===== config.mk =====
export PLATFORM = sky130hd
export DESIGN_NAME = aes_round_tail
export DESIGN_NICKNAME = d
export VERILOG_FILES = /design/src/rtl/aes_round_tail_pkg.sv /design/src/rtl/aes_round_tail_mix_column.sv /design/src/rtl/aes_round_tail.sv
export SDC_FILE = /design/constraint.sdc
export NUM_CORES = 1
export LEC_CHECK = 0
export BUFFER_PORTS_ARGS = -buffer_cell sky130_fd_sc_hd__clkbuf_2
export CAP_MARGIN = 30
export CORE_MARGIN = 2
export CORE_UTILIZATION = 40
export DETAILED_ROUTE_END_ITERATION = 8
export PLACE_DENSITY = 0.75
export SETUP_SLACK_MARGIN = 0.3
export SYNTH_ARGS = -nofsm -noshare
export SYNTH_HDL_FRONTEND = slang
export SYNTH_SLANG_ARGS = --single-unit
export TNS_END_PERCENT = 5

===== constraint.sdc =====
create_clock -name clk -period 1.9 [get_ports clk]
set_clock_uncertainty 0.15 [all_clocks]
set_input_delay 0.38 -clock clk [delete_from_list [all_inputs] [get_ports clk]]
set_output_delay 0.38 -clock clk [all_outputs]
set_load 0.01 [all_outputs]

===== src/rtl/aes_round_tail_pkg.sv =====
// ---------------------------------------------------------------------------
// aes_pkg
// Shared AES round helpers for the round-tail datapath.
//   AES_STATE_W : width of the AES state (128 bits)
//   xtime       : multiply a byte by 2 in GF(2^8), reduction polynomial 0x11B
//   shift_rows  : AES ShiftRows on a 128-bit state
// State byte order: data[127:120] is byte 0, bytes are column-major,
// byte k sits at row k mod 4, column k/4.
// ---------------------------------------------------------------------------
package aes_pkg;

   localparam int unsigned AES_STATE_W = 128;

   function automatic logic [7:0] xtime(input logic [7:0] b);
      logic [7:0] shifted;
      shifted = {b[6:0], 1'b0};
      // Reduce by 0x11B when the shifted-out bit was set.
      return b[7] ? (shifted ^ 8'h1b) : shifted;
   endfunction

   // Output byte (r,c) takes input byte (r, (c+r) mod 4).
   function automatic logic [AES_STATE_W-1:0] shift_rows(input logic [AES_STATE_W-1:0] s);
      logic [AES_STATE_W-1:0] res;
      res = '0;
      for (int unsigned c = 0; c < 4; c++) begin
         for (int unsigned r = 0; r < 4; r++) begin
            res[(AES_STATE_W-1) - 8*(r + 4*c) -: 8] =
               s[(AES_STATE_W-1) - 8*(r + 4*((c + r) % 4)) -: 8];
         end
      end
      return res;
   endfunction

endpackage


===== src/rtl/aes_round_tail_mix_column.sv =====
// ---------------------------------------------------------------------------
// mix_column
// Combinational AES MixColumns on one 32-bit column.
//   col   in  [31:0] : column bytes, col[31:24] is row 0
//   mixed out [31:0] : column multiplied by [2 3 1 1; 1 2 3 1; 1 1 2 3; 3 1 1 2]
// ---------------------------------------------------------------------------
module mix_column
   import aes_pkg::*;
(
   input  logic [31:0] col,
   output logic [31:0] mixed
);

   logic [7:0] a0, a1, a2, a3;
   logic [7:0] x0, x1, x2, x3;

   always_comb begin
      a0 = col[31:24];
      a1 = col[23:16];
      a2 = col[15:8];
      a3 = col[7:0];
      x0 = xtime(a0);
      x1 = xtime(a1);
      x2 = xtime(a2);
      x3 = xtime(a3);
      // 3*a is expressed as xtime(a) ^ a.
      mixed[31:24] = x0 ^ (x1 ^ a1) ^ a2 ^ a3;
      mixed[23:16] = a0 ^ x1 ^ (x2 ^ a2) ^ a3;
      mixed[15:8]  = a0 ^ a1 ^ x2 ^ (x3 ^ a3);
      mixed[7:0]   = (x0 ^ a0) ^ a1 ^ a2 ^ x3;
   end

endmodule


===== src/rtl/aes_round_tail.sv =====
// ---------------------------------------------------------------------------
// aes_round_tail
// Finishes one AES-256 encryption round after SubBytes: ShiftRows,
// MixColumns (bypassed on the final round) and AddRoundKey, with the result
// registered behind a valid/ready handshake.
//
// Ports:
//   clk       in        : rising-edge clock
//   rst_n     in        : synchronous reset, active-low
//   in_valid  in        : in_data / in_key / in_last are valid
//   in_ready  out       : block accepts input this cycle
//   in_data   in  [127] : SubBytes output state
//   in_key    in  [127] : round key
//   in_last   in        : final round, MixColumns bypassed
//   out_valid out       : out_data holds a completed round
//   out_ready in        : consumer takes out_data
//   out_data  out [127] : round output state
//   out_last  out       : in_last carried with the data
//
// Configuration macro AES_ROUND_TAIL_SKID_EN:
//   defined     : one-entry skid register, in_ready registered (= !skid_full)
//   not defined : single output register, in_ready = !out_valid || out_ready
// ---------------------------------------------------------------------------
module aes_round_tail
   import aes_pkg::*;
(
   input  logic                   clk,
   input  logic                   rst_n,
   input  logic                   in_valid,
   output logic                   in_ready,
   input  logic [AES_STATE_W-1:0] in_data,
   input  logic [AES_STATE_W-1:0] in_key,
   input  logic                   in_last,
   output logic                   out_valid,
   input  logic                   out_ready,
   output logic [AES_STATE_W-1:0] out_data,
   output logic                   out_last
);

   logic [AES_STATE_W-1:0] sr_state;
   logic [AES_STATE_W-1:0] mc_state;
   logic [AES_STATE_W-1:0] round_state;
   logic                   accept;
   logic                   out_free;

   // ---------------------------------------------------------------
   // Combinational round datapath
   // ---------------------------------------------------------------
   always_comb sr_state = shift_rows(in_data);

   for (genvar c = 0; c < 4; c++) begin : g_col
      mix_column u_mix_column (
         .col   (sr_state[(AES_STATE_W-1) - 32*c -: 32]),
         .mixed (mc_state[(AES_STATE_W-1) - 32*c -: 32])
      );
   end

   always_comb round_state = (in_last ? sr_state : mc_state) ^ in_key;

   // Output register can take new data: empty, or emptying this cycle.
   always_comb out_free = !out_valid || out_ready;

`ifdef AES_ROUND_TAIL_SKID_EN
   // ---------------------------------------------------------------
   // Output register plus one-entry skid register
   // ---------------------------------------------------------------
   logic                   skid_full;
   logic [AES_STATE_W-1:0] skid_data;
   logic                   skid_last;
   logic                   in_ready_q;

   always_comb in_ready = in_ready_q;
   always_comb accept   = in_valid && in_ready_q;

   // in_ready_q tracks !skid_full as a register, so out_ready never reaches
   // in_ready combinationally. While the skid holds data no input is
   // accepted, so draining the skid and accepting never coincide.
   always_ff @(posedge clk) begin
      if (!rst_n) begin
         out_valid  <= 1'b0;
         out_data   <= '0;
         out_last   <= 1'b0;
         skid_full  <= 1'b0;
         skid_data  <= '0;
         skid_last  <= 1'b0;
         in_ready_q <= 1'b1;
      end else if (out_free) begin
         if (skid_full) begin
            out_valid  <= 1'b1;
            out_data   <= skid_data;
            out_last   <= skid_last;
            skid_full  <= 1'b0;
            in_ready_q <= 1'b1;
         end else if (accept) begin
            out_valid <= 1'b1;
            out_data  <= round_state;
            out_last  <= in_last;
         end else begin
            out_valid <= 1'b0;
         end
      end else if (accept) begin
         // Output stalled: park the new result in the skid register.
         skid_full  <= 1'b1;
         skid_data  <= round_state;
         skid_last  <= in_last;
         in_ready_q <= 1'b0;
      end
   end
`else
   // ---------------------------------------------------------------
   // Single output register
   // ---------------------------------------------------------------
   always_comb in_ready = out_free;
   always_comb accept   = in_valid && out_free;

   always_ff @(posedge clk) begin
      if (!rst_n) begin
         out_valid <= 1'b0;
         out_data  <= '0;
         out_last  <= 1'b0;
      end else if (out_free) begin
         if (accept) begin
            out_valid <= 1'b1;
            out_data  <= round_state;
            out_last  <= in_last;
         end else begin
            out_valid <= 1'b0;
         end
      end
   end
`endif

endmodule

==> results.json, run 1 <==
{
  "synth_top_family_by_area": "XOR/XNOR gates",
  "power_leakage_nw": 7.66,
  "cp.required_ns": 2.08,
  "place_congestion": 0.899,
  "syn-num-nets": 1582,
  "antenna_cells": 0,
  "post-route-drc-count": 0,
  "synth_seq_cells": 130,
  "slew-limit-headroom_pct": 72.3,
  "crit_path_end_kind": "flip-flop",
  "min_path_cells": 3,
  "place_area_um2": 15700,
  "coreArea_um2": 29600,
  "cpPeakStageDelay_ns": 0.35,
  "yosys.area_share.xor_xnor_pct": 44.9,
  "worstReg2RegStart": "out_valid$_SDFFE_PN0N_",
  "final_common_cell": "clkbuf_2",
  "period_needed_ns": 1.69,
  "clk_latency_ns": 0.44,
  "setup_violations": 0,
  "finish.instance_area_um2": 16400,
  "worstReg2RegEnd": "out_data[51]$_SDFFE_PN0P_",
  "final_nets": 2080,
  "cts.sinks": 130,
  "synth_area_per_cell_um2": 9.09,
  "synth_mux_area_share_pct": 0.167,
  "crit_fanout": 3,
  "r2r_slack_ns": 0.26,
  "rsz0062_at_grt": "true",
  "max_slew.worst_pin.slew_ns": 0.413,
  "antenna_found_initial": 0,
  "layout-drive-gt1-share_pct": 35.9,
  "drv_slew": 0,
  "die_height_um": 177,
  "status": "finished, final reports clean",
  "cts.path.max_buffers": 2,
  "synthSimpleGateAreaFrac_pct": 12.1,
  "drtPass1Iterations": 5,
  "yosys_warnings": 0,
  "syn2layout_area_growth_pct": 36.9,
  "p_total_mw": 11.5,
  "drt-total-wl_um": 40000,
  "reg2reg_depth": 5,
  "yosys.area_share.adder_pct": 0,
  "start_util_pct": 40.6,
  "hold_violations": 0,
  "vias_per_cell": 5.32,
  "place_hpwl_um": 31100,
  "maxCapViolations": 0,
  "grt_pass1_vias": 11600,
  "grt_pass1_wl_um": 61100,
  "fin_crit_sh_pct": 88.9,
  "start_kind": "primary input",
  "wl_per_cell_um": 18.0,
  "syn_inst": 1321,
  "std_cell_rows": 63,
  "grt_max_degree": 88,
  "min-delay-start": "in_key[58]",
  "cts-buffers-inserted": 17,
  "cp_slowest_cell": "o21ai_0",
  "htree_levels": 4,
  "overflow": 0,
  "synth_compound_area_share_pct": 16.4,
  "io_buffers": 391,
  "cts_hold_buf": 0,
  "seq_area_frac_synth_pct": 21.7,
  "clock-root-buffer": "clkbuf_16",
  "synth.distinct_cells": 39,
  "pre_cts_ws_ns": -0.209,
  "cp.arrival_ns": 1.87,
  "cts_tree": "done",
  "cpLargestDelayFamily": "XOR/XNOR gates",
  "dieArea_um2": 31400,
  "fin_cells": 2221,
  "io_pins": 392,
  "syn_area_um2": 12000,
  "crit_type": "primary input to flip-flop",
  "fmax_ghz": 0.592,
  "drtAntennaViolNets": 0,
  "fin_ws_ns": 0.211,
  "path_clk_slew_ns": 0.06,
  "irDropWorstVdd_mv": 0.514,
  "grt_usage_pct": 25.1,
  "path_cells": "clkbuf_2 -> xnor2_1 -> buf_4 -> xnor3_1 -> o21ai_0 -> buf_4 -> xnor2_1 -> o21ai_0",
  "cellPowerDensity_nw_per_um2": 699,
  "drt-initial-drc-count": 724,
  "worstHoldEndpoint": "out_data[58]$_SDFFE_PN0P_",
  "cp_num_buf_inv": 3,
  "dp.cells": 2183,
  "num_vias": 11800,
  "min_path_type": "primary input to flip-flop",
  "final_cell_mix": "clkbuf_2 (388), xnor2_1 (252), buf_4 (200), o21ai_0 (150), nand2_1 (132)",
  "die_x_um": 177
}
[worst max-delay path by stage]
stage,slack [ns],endpoint,cells past startpoint,from
final,0.21,out_data[66]$_SDFFE_PN0P_,8,in_data[50]
after global routing,0.20,out_data[51]$_SDFFE_PN0P_,5,out_valid$_SDFFE_PN0N_
after CTS,0.26,out_data[81]$_SDFFE_PN0P_,7,out_valid$_SDFFE_PN0N_
after detailed placement,-0.21,out_data[66]$_SDFFE_PN0P_,8,in_data[50]
after global placement,-0.17,out_data[94]$_SDFFE_PN0P_,7,in_data[102]
after floorplan,0.02,out_data[11]$_SDFFE_PN0P_,6,in_data[39]
[cells in the mapped netlist]
cell,n,area share [%]
nand2b_1,1,0.052
o2111ai_1,41,3.0
o21ai_1,5,0.21
nand4b_1,4,0.29
xnor3_4,2,0.44
buf_6,2,0.19
clkinv_1,1,0.031
inv_1,2,0.063
or4_1,21,1.3
clkbuf_2,2,0.083
xor2_4,1,0.23
a21oi_1,72,3.0
nand2_1,134,4.2
or3_1,2,0.10
and3_1,2,0.10
clkbuf_1,95,3.0
buf_4,4,0.25
xor3_1,22,4.4
o21ai_0,151,6.3
and2_1,3,0.16
mux2i_1,2,0.17
xnor3_1,92,17
nor4b_1,3,0.22
a31oi_1,21,1.1
o211ai_1,6,0.38
xnor2_1,256,19
dfxtp_1,130,22
nand3_1,91,3.8
and2_0,1,0.052
buf_1,8,0.25
xnor2_2,4,0.54
o31ai_1,3,0.19
xor2_1,47,3.4
a211o_1,2,0.15
nor3_1,43,1.8
o41a_1,20,1.9
o31a_1,3,0.22
buf_2,20,0.83
nor2_1,2,0.063
[repair_timing]
action,in CTS,in global routing
gates resized for setup,2,8
pin swaps,0,3
gates cloned,2,1
endpoints found under the setup margin,123,80
buffers inserted,0,4
[where the power goes]
part | switching, mW | total (mW) | leakage, nW | internal [mW]
sequential | 0.162 | 3.18 | 1.07 | 3.02
clock | 1.43 | 3.21 | 0.264 | 1.78
combinational | 2.30 | 5.09 | 6.32 | 2.79
[per-layer routing]
| layer | routed length [µm] | global-route usage, % |
|---|---|---|
| met2 | 19700 | 43.4 |
| met5 | 0 | 0 |
| met3 | 3130 | 6.25 |
| met4 | 954 | 8.82 |
| met1 | 16200 | 30.3 |
[worst reg2reg max path: stages (launching register included)]
cell and delay (ns):
dfxtp_1 0.34, nand2b_4 0.12, nand2_8 0.10, buf_12 0.17, or4_1 0.49, a31oi_1 0.19
[registers in the layout, indices dropped and copies added (netlist names)]
register	count
out_last	1
out_valid	1
out_data	128
[logic make-up (layout without fill, tap and decap cells)]
group / count (synthesis) / count (layout)
AOI/OAI and AO/OA: 324 / 324
buffers and inverters: 134 / 644
xor gates and xnor gates: 424 / 424
DFF: 130 / 130
muxes: 2 / 2
and+or+nand+nor: 307 / 307
[stage by stage]
step | hold slack [ns] | setup TNS [ns] | utilization (%)
after floorplan | 0.331 | 0 | -
after global placement | 0.297 | -4.42 | 53.2
after detailed placement | 0.310 | -7.53 | 53.2
after CTS | 0.0306 | 0 | 55.2
after global routing | 0.0345 | 0 | 55.6
final | 0.0560 | 0 | 55.6
[layout make-up]
class	instances	area [µm²]
Fill cell	2606	13100
Inverter	3	11.3
Sequential cell	130	2600
Clock inverter	14	118
Timing Repair Buffer	610	3870
Multi-Input combinational cell	1057	8920
Tap cell	390	488
Clock buffer	17	425
Note: power is estimated with default switching activity, not from simulation.
==> run 2: changes to the inputs <==
BUFFER_PORTS_ARGS = default   (was -buffer_cell sky130_fd_sc_hd__clkbuf_2)
CAP_MARGIN = 10   (was 30)
DONT_BUFFER_PORTS = 1   (was default)
PLACE_DENSITY = 0.63   (was 0.75)
==> run 2 against run 1 <==
Net effect:
- the run now ends with hold timing left
- maximum frequency is 0.95% higher
- routed wire length is 6.9% lower
- utilization is 8.3 points lower
- cell count is 21% lower
- largest power group unchanged
==> results.json, run 2 (same netlist as run 1, synthesis figures left out) <==
{
  "rsz0062_at_grt": "true",
  "fin_hold_ws_ns": -0.0742,
  "p_total_mw": 10.5,
  "place_congestion": 0.824,
  "final_cell_mix": "xnor2_1 (252), o21ai_0 (151), nand2_1 (132), dfxtp_1 (129), xnor3_1 (92)",
  "antenna_found_initial": 0,
  "irDropWorstVdd_mv": 0.566,
  "drv_slew": 0,
  "cts_tree": "done",
  "multi_input_area_um2": 8910,
  "wl_per_cell_um": 21.3,
  "fmax_ghz": 0.598,
  "largest_reg_flops": 128,
  "fin_crit_sh_pct": 88.0,
  "die_x_um": 177,
  "drtPass1Iterations": 5,
  "cts.sinks": 130,
  "crit_type": "flip-flop to flip-flop",
  "num_vias": 9951,
  "power_leakage_nw": 5.52,
  "clk_latency_ns": 0.45,
  "place_hpwl_um": 26000,
  "period_needed_ns": 1.67,
  "dieArea_um2": 31400,
  "combPwrFrac_pct": 34.4,
  "hold_violations": 59,
  "seqCellArea_um2": 2600,
  "die_height_um": 177,
  "post-route-drc-count": 0,
  "start_kind": "flip-flop",
  "drtAntennaViolNets": 0,
  "violations": "hold timing",
  "startpoint": "out_valid$_SDFFE_PN0N_",
  "vias_per_cell": 5.70,
  "worstReg2RegStart": "out_valid$_SDFFE_PN0N_",
  "seqPwrFrac_pct": 32.4,
  "start_util_pct": 40.6,
  "status": "complete, but fails checks",
  "crit_path_end_kind": "flip-flop",
  "maxCapViolations": 0,
  "cp.arrival_ns": 1.89,
  "io_buffers": 0,
  "std_cell_rows": 63,
  "min-delay-start": "rst_n",
  "internal_power_mw": 7.21,
  "num-fill-cells": 2776,
  "regMostFlops": "out_data",
  "grt_pass1_wl_um": 54500,
  "power_switching_mw": 3.24,
  "crit_fanout": 12,
  "pwr-share-clk_pct": 33.2,
  "setup_violations": 0,
  "layout-drive-gt1-share_pct": 8.41,
  "antenna_cells": 0,
  "cts.path.max_buffers": 2,
  "grt_max_degree": 295,
  "final_common_cell": "xnor2_1",
  "coreArea_um2": 29600,
  "path_clk_slew_ns": 0.07,
  "largest_registers": "out_data: 128 flops, out_last: 1 flops, out_valid: 1 flops",
  "drt-total-wl_um": 37200,
  "drt-initial-drc-count": 773,
  "min_path_type": "primary input to flip-flop",
  "syn2layout_area_growth_pct": 16.5,
  "pre_cts_ws_ns": -0.00454,
  "io_pins": 392,
  "cp.required_ns": 2.12,
  "clock-root-buffer": "clkbuf_16",
  "max_slew.worst_pin.slew_ns": 0.512,
  "final_nets": 1604,
  "slew-limit-headroom_pct": 65.8,
  "htree_levels": 4,
  "overflow": 0,
  "grt_usage_pct": 22.5,
  "cellPowerDensity_nw_per_um2": 747,
  "grt_pass1_vias": 9450,
  "cts-buffers-inserted": 17,
  "swShare_pct": 31.0,
  "fin_ws_ns": 0.227
}
-- run 2: through the flow --
stage | setup TNS (ns) | cell area, µm² | hold slack (ns) | cells | utilization [%]
floorplan | 0 | 12100 | 0.331 | 1321 | -
global placement | 0 | 12500 | 0.353 | 1632 | 42.2
global route | 0 | 14000 | -0.0826 | 1746 | 47.3
finish | 0 | 14000 | -0.0742 | 1746 | 47.3
CTS | 0 | 13600 | -0.102 | 1712 | 45.9
detailed placement | -0.00454 | 12500 | 0.362 | 1632 | 42.2
-- run 2: power by group through the flow --
stage	sequential (mW)	clock [mW]	combinational, mW
finish	3.39	3.47	3.59
global route	3.43	3.66	3.92
CTS	3.39	3.55	3.49
floorplan	3.36	0	2.97
detailed placement	3.45	0	3.38
global placement	3.45	0	3.31
-- run 2: worst max-delay path, cell delays in order, from the launching register on --
cell and delay, ns:
dfxtp_2 0.34, nand2b_4 0.11, nand2_8 0.13, buf_12 0.18, or4_1 0.49, a31oi_1 0.19
-- run 2: final cells by class --
type,count,area share [%]
Clock buffer,21,3.36
Clock inverter,11,0.904
Inverter,3,0.0984
Multi-Input combinational cell,1057,63.7
Sequential cell,130,18.6
Tap cell,390,3.49
Timing Repair Buffer,134,9.79
-- run 2: path summary, 6_finish.rpt --
path,endpoint,slack (ns),cells past startpoint
worst max-delay path,out_data[52]$_SDFFE_PN0P_,0.23,5
worst min-delay path,out_data[22]$_SDFFE_PN0P_,-0.07,2
worst max register to register,out_data[52]$_SDFFE_PN0P_,0.23,5
worst min register to register,out_data[54]$_SDFFE_PN0P_,0.36,2
-- run 2: timing repair --
item	in CTS	in global routing
gates resized for setup	2	10
hold buffers	48	23
gates cloned	0	4
pin swaps	0	3
setup buffers	0	7
setup endpoints to repair	57	71
hold endpoints to repair	128	76
-- run 2: routing by layer --
metal,wire length [µm],vias up,global-route usage (%)
li1,-,4737,-
met5,0,-,0
met1,15100,4785,27.0
met3,3360,48,7.77
met2,18100,381,37.6
met4,732,0,7.44
==> run 3: changes to the inputs <==
CORE_UTILIZATION = 30   (was 40)
PLACE_DENSITY = 0.52   (was 0.63)
==> run 3 against run 2 <==
Net effect:
- the flow still finishes with violations (hold timing)
- via count shrank 0.49%
- sequential share of layout area is 0.57 points lower
- sequential cell count is the same
- critical path type unchanged
- largest cell class unchanged
- highest routed layer is now met5
==> results.json, run 3 (same netlist as run 1, synthesis figures left out) <==
{
  "coreArea_um2": 39600,
  "cp.arrival_ns": 1.93,
  "largest_registers": "out_data: 128 flops, out_last: 1 flops, out_valid: 1 flops",
  "fin_crit_sh_pct": 88.2,
  "layout-drive-gt1-share_pct": 10.2,
  "cp_num_buf_inv": 1,
  "final_nets": 1622,
  "power_leakage_nw": 5.67,
  "cts.sinks": 130,
  "final_common_cell": "xnor2_1",
  "crit_path_end_kind": "flip-flop",
  "path_clk_slew_ns": 0.06,
  "reg2reg_depth": 5,
  "period_needed_ns": 1.68,
  "slew-limit-headroom_pct": 70.6,
  "cp.depth": 5,
  "drt-initial-drc-count": 572,
  "status": "complete, but fails checks",
  "htree_levels": 4,
  "min_path_type": "primary input to flip-flop",
  "startpoint": "out_valid$_SDFFE_PN0N_",
  "place_congestion": 0.837,
  "start_kind": "flip-flop",
  "max_slew.worst_pin.slew_ns": 0.437,
  "clock-root-buffer": "clkbuf_16",
  "drtAntennaViolNets": 0,
  "r2r_slack_ns": 0.22,
  "largest_reg_flops": 128,
  "num_vias": 9902,
  "grt_usage_pct": 19.1,
  "drt-total-wl_um": 41200,
  "path_cells": "nand2b_4 -> nand2_8 -> buf_12 -> or4_1 -> a31oi_1",
  "overflow": 0,
  "crit_type": "flip-flop to flip-flop",
  "place_hpwl_um": 29500,
  "antenna_found_initial": 2,
  "violations": "hold timing",
  "final_cell_mix": "xnor2_1 (252), o21ai_0 (151), nand2_1 (132), dfxtp_1 (129), xnor3_1 (92)",
  "syn2layout_area_growth_pct": 20.2,
  "clk_latency_ns": 0.48,
  "pre_cts_ws_ns": -0.0115,
  "cts_tree": "done",
  "grt_pass1_vias": 9604,
  "cpPeakStageDelay_ns": 0.49,
  "die_x_um": 204,
  "dieArea_um2": 41600,
  "grt_max_degree": 296,
  "irDropWorstVdd_mv": 0.603,
  "drv_slew": 0,
  "start_util_pct": 30.3,
  "dp.cells": 1790,
  "maxCapViolations": 0,
  "setup_violations": 0,
  "drtPass1Iterations": 5,
  "io_pins": 392,
  "cpLargestDelayFamily": "simple AND/OR/NAND/NOR gates",
  "hold_violations": 83,
  "cellPowerDensity_nw_per_um2": 755,
  "die_height_um": 204,
  "cp_slowest_cell": "or4_1",
  "worstReg2RegStart": "out_valid$_SDFFE_PN0N_",
  "worstReg2RegEnd": "out_data[92]$_SDFFE_PN0P_",
  "cts-buffers-inserted": 17,
  "vias_per_cell": 5.21,
  "finalSetupTns_ns": 0,
  "fin_hold_ws_ns": -0.125,
  "grt_pass1_wl_um": 60400,
  "rsz0062_at_grt": "true",
  "crit_path_end": "out_data[92]$_SDFFE_PN0P_",
  "crit_fanout": 11,
  "wl_per_cell_um": 21.7,
  "fin_cells": 1900,
  "io_buffers": 0,
  "cp.required_ns": 2.15,
  "fin_ws_ns": 0.224,
  "post-route-util_pct": 36.4,
  "regMostFlops": "out_data",
  "post-route-drc-count": 0,
  "std_cell_rows": 73,
  "cts.path.max_buffers": 2,
  "fmax_ghz": 0.597
}
-- run 3: worst min-delay path by stage --
stage / start / end / slack, ns / cells after the start
6_report: rst_n / out_data[4]$_SDFFE_PN0P_ / -0.12 / 1
5_1_grt: rst_n / out_data[4]$_SDFFE_PN0P_ / -0.15 / 1
4_1_cts: rst_n / out_data[12]$_SDFFE_PN0P_ / -0.17 / 1
3_5_place_dp: out_last$_SDFFE_PN0P_ / out_last$_SDFFE_PN0P_ / 0.35 / 2
3_3_place_gp: out_last$_SDFFE_PN0P_ / out_last$_SDFFE_PN0P_ / 0.34 / 2
2_1_floorplan: out_last$_SDFFE_PN0P_ / out_last$_SDFFE_PN0P_ / 0.33 / 2
-- run 3: area by class of cell --
class	count	area, µm²
Antenna cell	1	2.50
Clock buffer	19	443
Clock inverter	13	184
Fill cell	4020	25200
Inverter	3	11.3
Multi-Input combinational cell	1057	8950
Sequential cell	130	2600
Tap cell	525	657
Timing Repair Buffer	152	1570
-- run 3: metal layers --
metal | part of all wire (%) | up-vias | track usage (%)
met5 | 0.034 | - | 0
met4 | 1.8 | 2 | 6.34
met3 | 7.8 | 43 | 6.49
met2 | 48 | 342 | 31.2
met1 | 43 | 4755 | 23.7
li1 | - | 4760 | -
-- run 3: worst reg2reg max path, stage by stage (launching register included) --
cell      delay, ns
dfxtp_2        0.33
nand2b_4       0.10
nand2_8        0.13
buf_12         0.19
or4_1          0.50
a31oi_1        0.21
-- run 3: repair_timing --
item                       in CTS  in global routing
setup endpoints to repair     103                101
pin swaps                       1                  4
setup buffers                   4                  1
hold endpoints to repair      130                 87
gates cloned                    3                  2
resized for setup               9                 11
hold buffers                   60                  7
-- run 3: stage by stage --
step	cell area [µm²]	hold WS (ns)	power, mW
2_1_floorplan	12100	0.331	6.33
3_3_place_gp	12800	0.341	6.96
3_5_place_dp	12800	0.348	7.00
4_1_cts	14200	-0.166	10.9
5_1_grt	14400	-0.149	11.4
6_report	14400	-0.125	10.9
-- run 3: power breakdown --
| group | internal (mW) | switching, mW | leakage, nW |
|---|---|---|---|
| sequential | 3.02 | 0.372 | 1.07 |
| combinational | 2.25 | 1.54 | 4.30 |
| clock | 2.22 | 1.49 | 0.299 |
| total | 7.49 | 3.40 | 5.67 |
